## src/rtl/sseg_pkg.sv

```systemverilog
// Shared constants for the seven-segment scanner: digit/segment widths and
// active-low segment patterns ordered {g,f,e,d,c,b,a}.
package sseg_pkg;

   localparam int DIGIT_W = 4;
   localparam int SEG_W   = 7;

   localparam logic [SEG_W-1:0] SEG_0     = 7'h40;
   localparam logic [SEG_W-1:0] SEG_1     = 7'h79;
   localparam logic [SEG_W-1:0] SEG_2     = 7'h24;
   localparam logic [SEG_W-1:0] SEG_3     = 7'h30;
   localparam logic [SEG_W-1:0] SEG_4     = 7'h19;
   localparam logic [SEG_W-1:0] SEG_5     = 7'h12;
   localparam logic [SEG_W-1:0] SEG_6     = 7'h02;
   localparam logic [SEG_W-1:0] SEG_7     = 7'h78;
   localparam logic [SEG_W-1:0] SEG_8     = 7'h00;
   localparam logic [SEG_W-1:0] SEG_9     = 7'h10;
   localparam logic [SEG_W-1:0] SEG_DASH  = 7'h3F;
   localparam logic [SEG_W-1:0] SEG_BLANK = 7'h7F;

endpackage

```

## src/rtl/sseg_scanner_if.sv

```systemverilog
// Link between the BCD counter chain (master) and the display scanner (slave).
interface sseg_scanner_if
   import sseg_pkg::*;
#(
   parameter int NUM_DIGITS = 4
);
   logic [DIGIT_W*NUM_DIGITS-1:0] digits;
   logic [NUM_DIGITS-1:0]         dp_in;
   logic                          blank_lz;
   logic [SEG_W-1:0]              seg;
   logic                          dp;
   logic [NUM_DIGITS-1:0]         an;

   modport master (output digits, dp_in, blank_lz, input seg, dp, an);
   modport slave  (input digits, dp_in, blank_lz, output seg, dp, an);
endinterface

```

## src/rtl/bcd_to_sseg.sv

```systemverilog
// Combinational BCD to active-low seven-segment decoder; non-BCD codes show "-".
module bcd_to_sseg
   import sseg_pkg::*;
(
   input  logic [DIGIT_W-1:0] bcd,
   output logic [SEG_W-1:0]   seg
);
   always_comb begin
      seg = SEG_DASH;
      case (bcd)
         4'd0: seg = SEG_0;
         4'd1: seg = SEG_1;
         4'd2: seg = SEG_2;
         4'd3: seg = SEG_3;
         4'd4: seg = SEG_4;
         4'd5: seg = SEG_5;
         4'd6: seg = SEG_6;
         4'd7: seg = SEG_7;
         4'd8: seg = SEG_8;
         4'd9: seg = SEG_9;
         default: seg = SEG_DASH;
      endcase
   end
endmodule

```

## src/rtl/sseg_scanner.sv

```systemverilog
// Multiplexed common-anode display driver with per-frame snapshot, leading-zero
// blanking and an anode dead time at the start of each digit slot.
module sseg_scanner
   import sseg_pkg::*;
#(
   parameter int NUM_DIGITS  = 4,
   parameter int REFRESH_DIV = 50000,
   parameter int DEAD_CYCLES = 2
)(
   input logic           clk,
   input logic           reset,
   sseg_scanner_if.slave bus
);
   localparam int CNT_W = (REFRESH_DIV > 1) ? $clog2(REFRESH_DIV) : 1;
   localparam int IDX_W = (NUM_DIGITS > 1) ? $clog2(NUM_DIGITS) : 1;
   localparam logic [CNT_W-1:0] CNT_MAX  = CNT_W'(REFRESH_DIV - 1);
   localparam logic [CNT_W-1:0] CNT_DEAD = CNT_W'(DEAD_CYCLES);
   localparam logic [IDX_W-1:0] IDX_MAX  = IDX_W'(NUM_DIGITS - 1);

   logic [CNT_W-1:0]                   cnt;
   logic [IDX_W-1:0]                   idx;
   logic [NUM_DIGITS-1:0][DIGIT_W-1:0] snap_digits;
   logic [NUM_DIGITS-1:0]              snap_dp;
   logic                               snap_blz;
   logic                               frame_end;
   logic [NUM_DIGITS-1:0]              lz_zero;
   logic                               lz_run;
   logic [DIGIT_W-1:0]                 cur_digit;
   logic [SEG_W-1:0]                   cur_seg;
   logic [SEG_W-1:0]                   seg_next, seg_q;
   logic                               dp_next, dp_q;
   logic [NUM_DIGITS-1:0]              an_next, an_q;

   assign frame_end = (cnt == CNT_MAX) && (idx == IDX_MAX);

   always_ff @(posedge clk or negedge reset) begin
      if (!reset) begin
         cnt <= '0;
         idx <= '0;
      end else if (cnt == CNT_MAX) begin
         cnt <= '0;
         idx <= (idx == IDX_MAX) ? '0 : idx + 1'b1;
      end else begin
         cnt <= cnt + 1'b1;
      end
   end

   always_ff @(posedge clk or negedge reset) begin
      if (!reset) begin
         snap_digits <= '0;
         snap_dp     <= '0;
         snap_blz    <= 1'b0;
      end else if (frame_end) begin
         snap_digits <= bus.digits;
         snap_dp     <= bus.dp_in;
         snap_blz    <= bus.blank_lz;
      end
   end

   // lz_zero[i] is set when snapshot digits i..NUM_DIGITS-1 are all zero
   always_comb begin
      lz_run  = 1'b1;
      lz_zero = '0;
      for (int unsigned j = 0; j < NUM_DIGITS; j++) begin
         lz_run = lz_run & (snap_digits[NUM_DIGITS-1-j] == '0);
         lz_zero[NUM_DIGITS-1-j] = lz_run;
      end
   end

   assign cur_digit = snap_digits[idx];

   bcd_to_sseg u_dec (
      .bcd (cur_digit),
      .seg (cur_seg)
   );

   always_comb begin
      an_next  = '1;
      seg_next = SEG_BLANK;
      dp_next  = 1'b1;
      if (cnt >= CNT_DEAD) begin
         an_next[idx] = 1'b0;
         seg_next     = (snap_blz && (idx != '0) && lz_zero[idx]) ? SEG_BLANK : cur_seg;
         dp_next      = ~snap_dp[idx];
      end
   end

   always_ff @(posedge clk or negedge reset) begin
      if (!reset) begin
         an_q  <= '1;
         seg_q <= SEG_BLANK;
         dp_q  <= 1'b1;
      end else begin
         an_q  <= an_next;
         seg_q <= seg_next;
         dp_q  <= dp_next;
      end
   end

   assign bus.an  = an_q;
   assign bus.seg = seg_q;
   assign bus.dp  = dp_q;
endmodule

```

## src/flat_wrapper.sv

```systemverilog
// flat-port wrapper written by rule: the top's interface ports become plain ports
module sseg_scanner_flat import sseg_pkg::*;
#(
   parameter int NUM_DIGITS  = 4,
   parameter int REFRESH_DIV = 50000,
   parameter int DEAD_CYCLES = 2
)
  (clk, reset, bus_digits, bus_dp_in, bus_blank_lz, bus_seg, bus_dp, bus_an);
  sseg_scanner_if #(.NUM_DIGITS(NUM_DIGITS)) bus_i ();
  input logic clk;
  input logic reset;
  input wire logic [$bits(bus_i.digits)-1:0] bus_digits;
  input wire logic [$bits(bus_i.dp_in)-1:0] bus_dp_in;
  input wire logic [$bits(bus_i.blank_lz)-1:0] bus_blank_lz;
  output wire logic [$bits(bus_i.seg)-1:0] bus_seg;
  output wire logic [$bits(bus_i.dp)-1:0] bus_dp;
  output wire logic [$bits(bus_i.an)-1:0] bus_an;
  assign bus_i.digits = bus_digits;
  assign bus_i.dp_in = bus_dp_in;
  assign bus_i.blank_lz = bus_blank_lz;
  assign bus_seg = bus_i.seg;
  assign bus_dp = bus_i.dp;
  assign bus_an = bus_i.an;
  sseg_scanner #(.NUM_DIGITS(NUM_DIGITS), .REFRESH_DIV(REFRESH_DIV), .DEAD_CYCLES(DEAD_CYCLES)) u_core (.clk(clk), .reset(reset), .bus(bus_i));
endmodule
```

## config.mk

```make
export PLATFORM = sky130hd
export DESIGN_NAME = sseg_scanner_flat
export DESIGN_NICKNAME = d
export VERILOG_FILES = /design/src/rtl/sseg_pkg.sv /design/src/rtl/sseg_scanner_if.sv /design/src/rtl/bcd_to_sseg.sv /design/src/rtl/sseg_scanner.sv /design/src/flat_wrapper.sv
export SDC_FILE = /design/constraint.sdc
export NUM_CORES = 1
export LEC_CHECK = 0
export BUFFER_PORTS_ARGS = -buffer_cell sky130_fd_sc_hd__clkbuf_2
export CAP_MARGIN = 20
export CELL_PAD_IN_SITES_DETAIL_PLACEMENT = 1
export CELL_PAD_IN_SITES_GLOBAL_PLACEMENT = 2
export CORE_MARGIN = 3
export CORE_UTILIZATION = 36
export CTS_BUF_LIST = sky130_fd_sc_hd__clkbuf_8
export DETAILED_ROUTE_END_ITERATION = 10
export PLACE_DENSITY_LB_ADDON = 0.1
export SYNTH_ARGS = -nofsm -noshare
export SYNTH_HDL_FRONTEND = slang
export SYNTH_SLANG_ARGS = --single-unit
```

## constraint.sdc

```tcl
create_clock -name clk -period 2.1 [get_ports clk]
set_input_delay 0.105 -clock clk [delete_from_list [all_inputs] [get_ports clk]]
set_output_delay 0.105 -clock clk [all_outputs]
set_load 0.05 [all_outputs]
```

==> flow_summary.toml, run 1 <==
[yosys]
ys_seq_elements = 51
synth_cells = 201
ys_warn_count = 0
synth_cell_types = 39
syn-cell-area_mm2 = 0.002551
ys_seq_area_share_pct = 50.61
avgSynthCellArea_um2 = 12.69
synth_fp_nets = 235

[placement]
placed_cell_area_mm2 = 0.002874
io_buffer_count = 34
dp_hpwl_um = 4286
gp_routability_congestion = 0.8028

[route]
route.vias.total = 1700
post-route-drc-count = 0
drtIter0Drc = 67
via_per_inst = 4.956
post_drt_wl_per_cell_um = 16.34
firstDrtPassIters = 4
antenna_left = 0
drt_wl_total_um = 5603

[clocking]
cts_num_sinks = 51
cts_root_buf = "clkbuf_8"
clk_latency_ns = 0.31
cts_tree = "done"
cts_buffers = 5
cts_max_level = 2
clockBufferDepth = 2
clk_pin_slew_ns = 0.09

[power]
p_comb_share_pct = 10.2
clock_power_share_pct = 30.9
worst_ir_drop_vdd_uv = 268.8
power.leakage_nw = 1.402
intPower_mw = 1.325
seqPwrFrac_pct = 58.9
switching_share_pct = 25.36
switchingPower_mw = 0.4501
p_per_area_mw_per_mm2 = 595.6

[setup_path]
rr_endpoint = "u_core.snap_digits[7]"
worst_setup_path_start_kind = "register"
required_ns = 2.29
r2r_slack_ns = 0.07
r2r_cells = 5
arrival_ns = 2.22
critPathCaptureType = "register"
critPathKind = "reg -> reg"
critPathMaxFanout = 21
cp-startpoint = "u_core.cnt[13]"
r2r_start = "u_core.cnt[13]"

[floorplanning]
die_x_um = 90.18
fp.coreArea_mm2 = 0.006832
start_util_pct = 37.34
io_pins = 35
die_y_um = 90.18
die_area_mm2 = 0.008132
rows = 30

[final_layout]
area_growth_pct = 16.82
drive_above_1_share_pct = 38.87
postLayoutCellArea_mm2 = 0.002980
fillers = 754
antenna_cells = 0
nets = 280

[global_routing]
grt-ovfl-total = 0
grt_pass1_vias = 1904
track_usage_pct = 15.11
grt_first_pass_wirelength_um = 9929
grt_start_max_net_pins = 30
antenna_found_initial = 0

[sta]
min_period_ns = 2.033
worst_pin_slew_ns = 0.4601
fmax_mhz = 491.9
finClkSkew_ns = 0.009800
fin_crit_sh_pct = 96.81
rsz0062_at_grt = "no"
finalHoldViolCount = 0
setup_viol = 0
finalSetupTns_ns = 0
slew_headroom_pct = 69.09
slew_viol_final = 0

[flow_run]
maxCapViolCount = 0

[min_path]
hold_start = "bus_digits[3]"
min_to = "u_core.snap_digits[3]"
hold_class = "in -> reg"
whs_path_depth = 2

[outcome]
status = "finished clean"
## cells in the final DEF, fill, tap and decap left out, types with 3 or more instances in the layout
master	n
nor3_1	4
nor4_1	7
clkbuf_8	5
dfrtp_1	38
xor2_1	7
ha_1	11
a21oi_1	3
mux4_2	5
o21ai_0	3
xnor2_1	5
buf_4	8
nand2_1	10
inv_1	11
nand3_1	11
nor2_1	14
nor2b_1	4
clkbuf_2	34
mux2_4	20
o211ai_1	4
nand4_1	4
dfstp_2	12
## cell usage after synthesis, drive strengths merged
cell / n / share of area [%]
and4: 1 / 0.34
nand3: 12 / 2.8
clkbuf: 2 / 0.29
nor4: 8 / 2.6
mux2i: 2 / 0.78
xnor2: 5 / 1.7
dfstp: 12 / 12
o21bai: 1 / 0.29
or2: 1 / 0.25
nor2: 14 / 2.1
ha: 11 / 5.4
a31o: 1 / 0.34
mux4: 5 / 4.4
nand2: 10 / 1.5
dfrtp: 39 / 38
o211ai: 4 / 1.2
o41ai: 1 / 0.34
inv: 9 / 1.3
nor2b: 4 / 0.98
mux2: 22 / 13
nand3b: 2 / 0.59
o21a: 1 / 0.29
and2: 2 / 0.54
a211o: 1 / 0.34
xor2: 7 / 2.4
or4: 1 / 0.44
nor3: 5 / 0.98
a21o: 1 / 0.29
nand4: 4 / 0.98
a21oi: 3 / 0.59
buf: 4 / 1.3
a41oi: 1 / 0.34
o21ai: 3 / 0.59
and3: 2 / 0.49
## metrics by stage
stage	power (mW)	instances	setup WS, ns	utilization, %	hold WS (ns)
after floorplan	1.172	201	0.1239	-	-0.1906
after global placement	1.241	333	0.05651	42.07	0.1181
after detailed placement	1.248	333	0.02498	42.07	0.1215
after CTS	1.799	342	0.001849	43.41	0.01866
after global routing	1.864	343	0.01910	43.63	0.01236
final	1.775	343	0.06707	43.63	0.02641
## layer usage
metal / routed length (um) / part of all wire [%] / vias to the layer above / global-route usage, %
met3: 257 / 4.6 / 6 / 3.849
li1: - / - / 803 / -
met5: 0 / 0 / - / 0
met2: 2649 / 47 / 32 / 24.14
met4: 53 / 0.95 / 0 / 3.444
met1: 2643 / 47 / 859 / 20.71
## worst max-delay path by stage
stage / to / slack (ns) / cells after the start
6_report: u_core.snap_digits[7] / 0.07 / 5
5_1_grt: u_core.snap_digits[7] / 0.02 / 5
3_3_place_gp: u_core.bus.seg[6] / 0.06 / 5
3_5_place_dp: u_core.bus.seg[6] / 0.02 / 5
2_1_floorplan: u_core.bus.seg[4] / 0.12 / 7
4_1_cts: u_core.bus.seg[6] / 0.002 / 5
## repair_timing
item | 4_1_cts | 5_1_grt
resized for setup | 0 | 3
setup endpoints to repair | 0 | 8
hold endpoints to repair | 39 | 0
hold buffers | 1 | 0
buffers inserted | 0 | 1
## cell type report
type                    instances  area, um2  area share, %
clock buffers                   5      68.82          2.309
clock inverters                 3      12.51         0.4198
inverters                       9      33.78          1.134
multi-input cells             135       1192          40.01
flip-flops and latches         51       1292          43.37
well taps                      96      120.1          4.030
repair buffers                 44      260.3          8.732
## cell families after synthesis
family	Yosys count	share of synthesized area [%]
AND/OR/NAND/NOR	66	14.52
flip-flops	51	50.61
multiplexers	29	17.85
AO/OA/AOI/OAI	17	4.610
buffers and inverters	15	2.894
XOR/XNOR	12	4.120
adder cells (fa/ha/maj)	11	5.395
## power by group through the flow
stage	clock network, mW	logic, mW	registers, mW
finish	0.549	0.181	1.05
global route	0.614	0.199	1.05
CTS	0.567	0.186	1.05
detailed placement	0	0.183	1.06
global placement	0	0.178	1.06
floorplan	0	0.0681	1.10
## critical path, stage by stage (launching register included)
cell and delay, ns:
dfrtp_1 0.42, or4_4 0.55, nor4_4 0.30, nand3_4 0.13
buf_12 0.19, mux2_4 0.31
## state kept, by name, indices dropped and copies added (netlist names)
signal	cells
u_core.snap_dp	4
u_core.snap_blz	1
u_core.bus.seg	7
u_core.bus.dp	1
u_core.idx	2
u_core.snap_digits	16
u_core.cnt	16
u_core.bus.an	4
(Power assumes the default switching activity.)
==> inputs of run 2 (changes only) <==
Settings changed: REMOVE_ABC_BUFFERS from default to 1.
==> run 2 against run 1 <==
Cell count grew 0.29%. Routed wire length shrank 1.3%. First-iteration DRC count shrank 36%. Via count shrank 1.6%. Clock power grew 6.7%. Critical endpoint is now u_core.bus.seg[4]. Largest cell class unchanged. Setup slack gained 0.033 ns. Clock skew grew 0.0056 ns. Worst hold slack lost 0.015 ns. Critical path type unchanged.
==> flow_summary.toml, run 2 (synthesis results as in run 1) <==
[outcome]
status = "finished clean"

[clocking]
cts_root_buf = "clkbuf_8"
cts_max_level = 2
clk_pin_slew_ns = 0.11
clk_latency_ns = 0.31
cts_buffers = 5
cts_setup_buffers = 0
cts_tree = "done"
clockBufferDepth = 2
cts_num_sinks = 51

[sta]
setup_viol = 0
slew_headroom_pct = 56.01
fin_crit_sh_pct = 95.22
finalHoldViolCount = 0
setup_slack_ns = 0.1003
slew_viol_final = 0
worst_pin_slew_ns = 0.6598
fmax_mhz = 500.1
finClkSkew_ns = 0.01538
rsz0062_at_grt = "no"
min_period_ns = 2.000

[global_routing]
track_usage_pct = 14.31
grt-ovfl-total = 0
grt_start_max_net_pins = 28
grt_first_pass_wirelength_um = 9384
grt_pass1_vias = 1858
antenna_found_initial = 0

[min_path]
min_to = "u_core.snap_blz"
hold_class = "in -> reg"
hold_start = "bus_blank_lz"
whs_path_depth = 2

[final_layout]
area_growth_pct = 17.85
stdcell_count = 344
postLayoutCellArea_mm2 = 0.003007
drive_above_1_share_pct = 39.92
final_common_cell = "dfrtp_1"
final_util_pct = 44.01
nets = 281
antenna_cells = 0
mostFrequentLayoutCells = "38 x dfrtp_1, 34 x clkbuf_2, 20 x mux2_4, 14 x nor2_1, 12 x dfstp_2"

[route]
via_per_inst = 4.860
drt_wl_total_um = 5532
post_drt_wl_per_cell_um = 16.08
firstDrtPassIters = 4
route.vias.total = 1672
topRoutingLayerUsed = "met4"
post-route-drc-count = 0
wl_met3_um = 174
drtIter0Drc = 43
drt-met1-wl_um = 2515
antenna_left = 0
dr_wl_met2_um = 2804

[power]
p_comb_share_pct = 10.1
worst_ir_drop_vdd_uv = 327.5
switching_share_pct = 26.27
p_per_area_mw_per_mm2 = 604.5
intPower_mw = 1.340
power_mw = 1.818
switchingPower_mw = 0.4774
clock_power_share_pct = 32.3
seqPwrFrac_pct = 57.6
power.leakage_nw = 1.404

[setup_path]
r2r_slack_ns = 0.10
critPathMaxFanout = 5
critPathKind = "reg -> reg"
r2r_start = "u_core.idx[0]"
r2r_cells = 6
required_ns = 2.32
rr_endpoint = "u_core.bus.seg[4]"
worst_setup_path_start_kind = "register"
arrival_ns = 2.22
critPathCaptureType = "register"

[placement]
dp_hpwl_um = 4316
dp_slack_ns = 0.07364
gp_routability_congestion = 0.8737
placed_cells = 335
io_buffer_count = 34
placed_cell_area_mm2 = 0.002902

[floorplanning]
fp.coreArea_mm2 = 0.006832
die_x_um = 90.18
start_util_pct = 37.34
die_y_um = 90.18
rows = 30
io_pins = 35
die_area_mm2 = 0.008132

[flow_run]
maxCapViolCount = 0
## run 2: area by class of cell
class | instances | area, um2
fill | 758 | 3825
sequential | 51 | 1292
multi-input combinational | 135 | 1186
timing repair buffer | 45 | 280.3
tap | 96 | 120.1
clock buffer | 5 | 68.82
inverter | 9 | 33.78
clock inverter | 3 | 25.02
## run 2: power by group through the flow
| stage | clock [mW] | combinational (mW) | sequential, mW |
|---|---|---|---|
| floorplan | 0 | 0.0676 | 1.10 |
| global placement | 0 | 0.178 | 1.06 |
| detailed placement | 0 | 0.185 | 1.07 |
| CTS | 0.608 | 0.187 | 1.05 |
| global route | 0.651 | 0.200 | 1.05 |
| finish | 0.586 | 0.183 | 1.05 |
## run 2: how the worst max path moves through the flow
stage          slack, ns  cells past startpoint      startpoint                end
4_1_cts            0.004                      6   u_core.idx[0]  u_core.bus.seg[4]
6_report            0.10                      6   u_core.idx[0]  u_core.bus.seg[4]
2_1_floorplan     -0.006                      4  u_core.cnt[13]    u_core.snap_blz
3_5_place_dp        0.07                      6   u_core.idx[0]  u_core.bus.seg[4]
5_1_grt            0.008                      6   u_core.idx[0]  u_core.bus.seg[4]
3_3_place_gp        0.13                      6  u_core.cnt[13]   u_core.bus.an[2]
## run 2: per-layer routing
layer / global-route usage (%) / vias to the layer above
met2: 25.02 / 26
met3: 3.013 / 3
met5: 0 / -
li1: - / 806
met1: 17.92 / 837
met4: 3.827 / 0
## run 2: critical path, cell delays in order (launching register included)
cell and delay, ns:
dfrtp_2 0.44, mux4_2 0.58, inv_1 0.14, ha_1 0.21
nor3_1 0.07, o41ai_1 0.35, nand3_1 0.13
## run 2: what timing repair did
item	CTS	global route
hold buffers	1	0
setup endpoints to repair	0	6
endpoints found under the hold margin	16	0
gates resized for setup	0	2
## run 2: stage by stage
| stage | hold WS (ns) | TNS (ns) |
|---|---|---|
| after CTS | 0.004036 | 0 |
| after detailed placement | 0.1752 | 0 |
| after floorplan | -0.1906 | -0.1220 |
| after global routing | 0.001066 | 0 |
| final | 0.01142 | 0 |
| after global placement | 0.1530 | 0 |
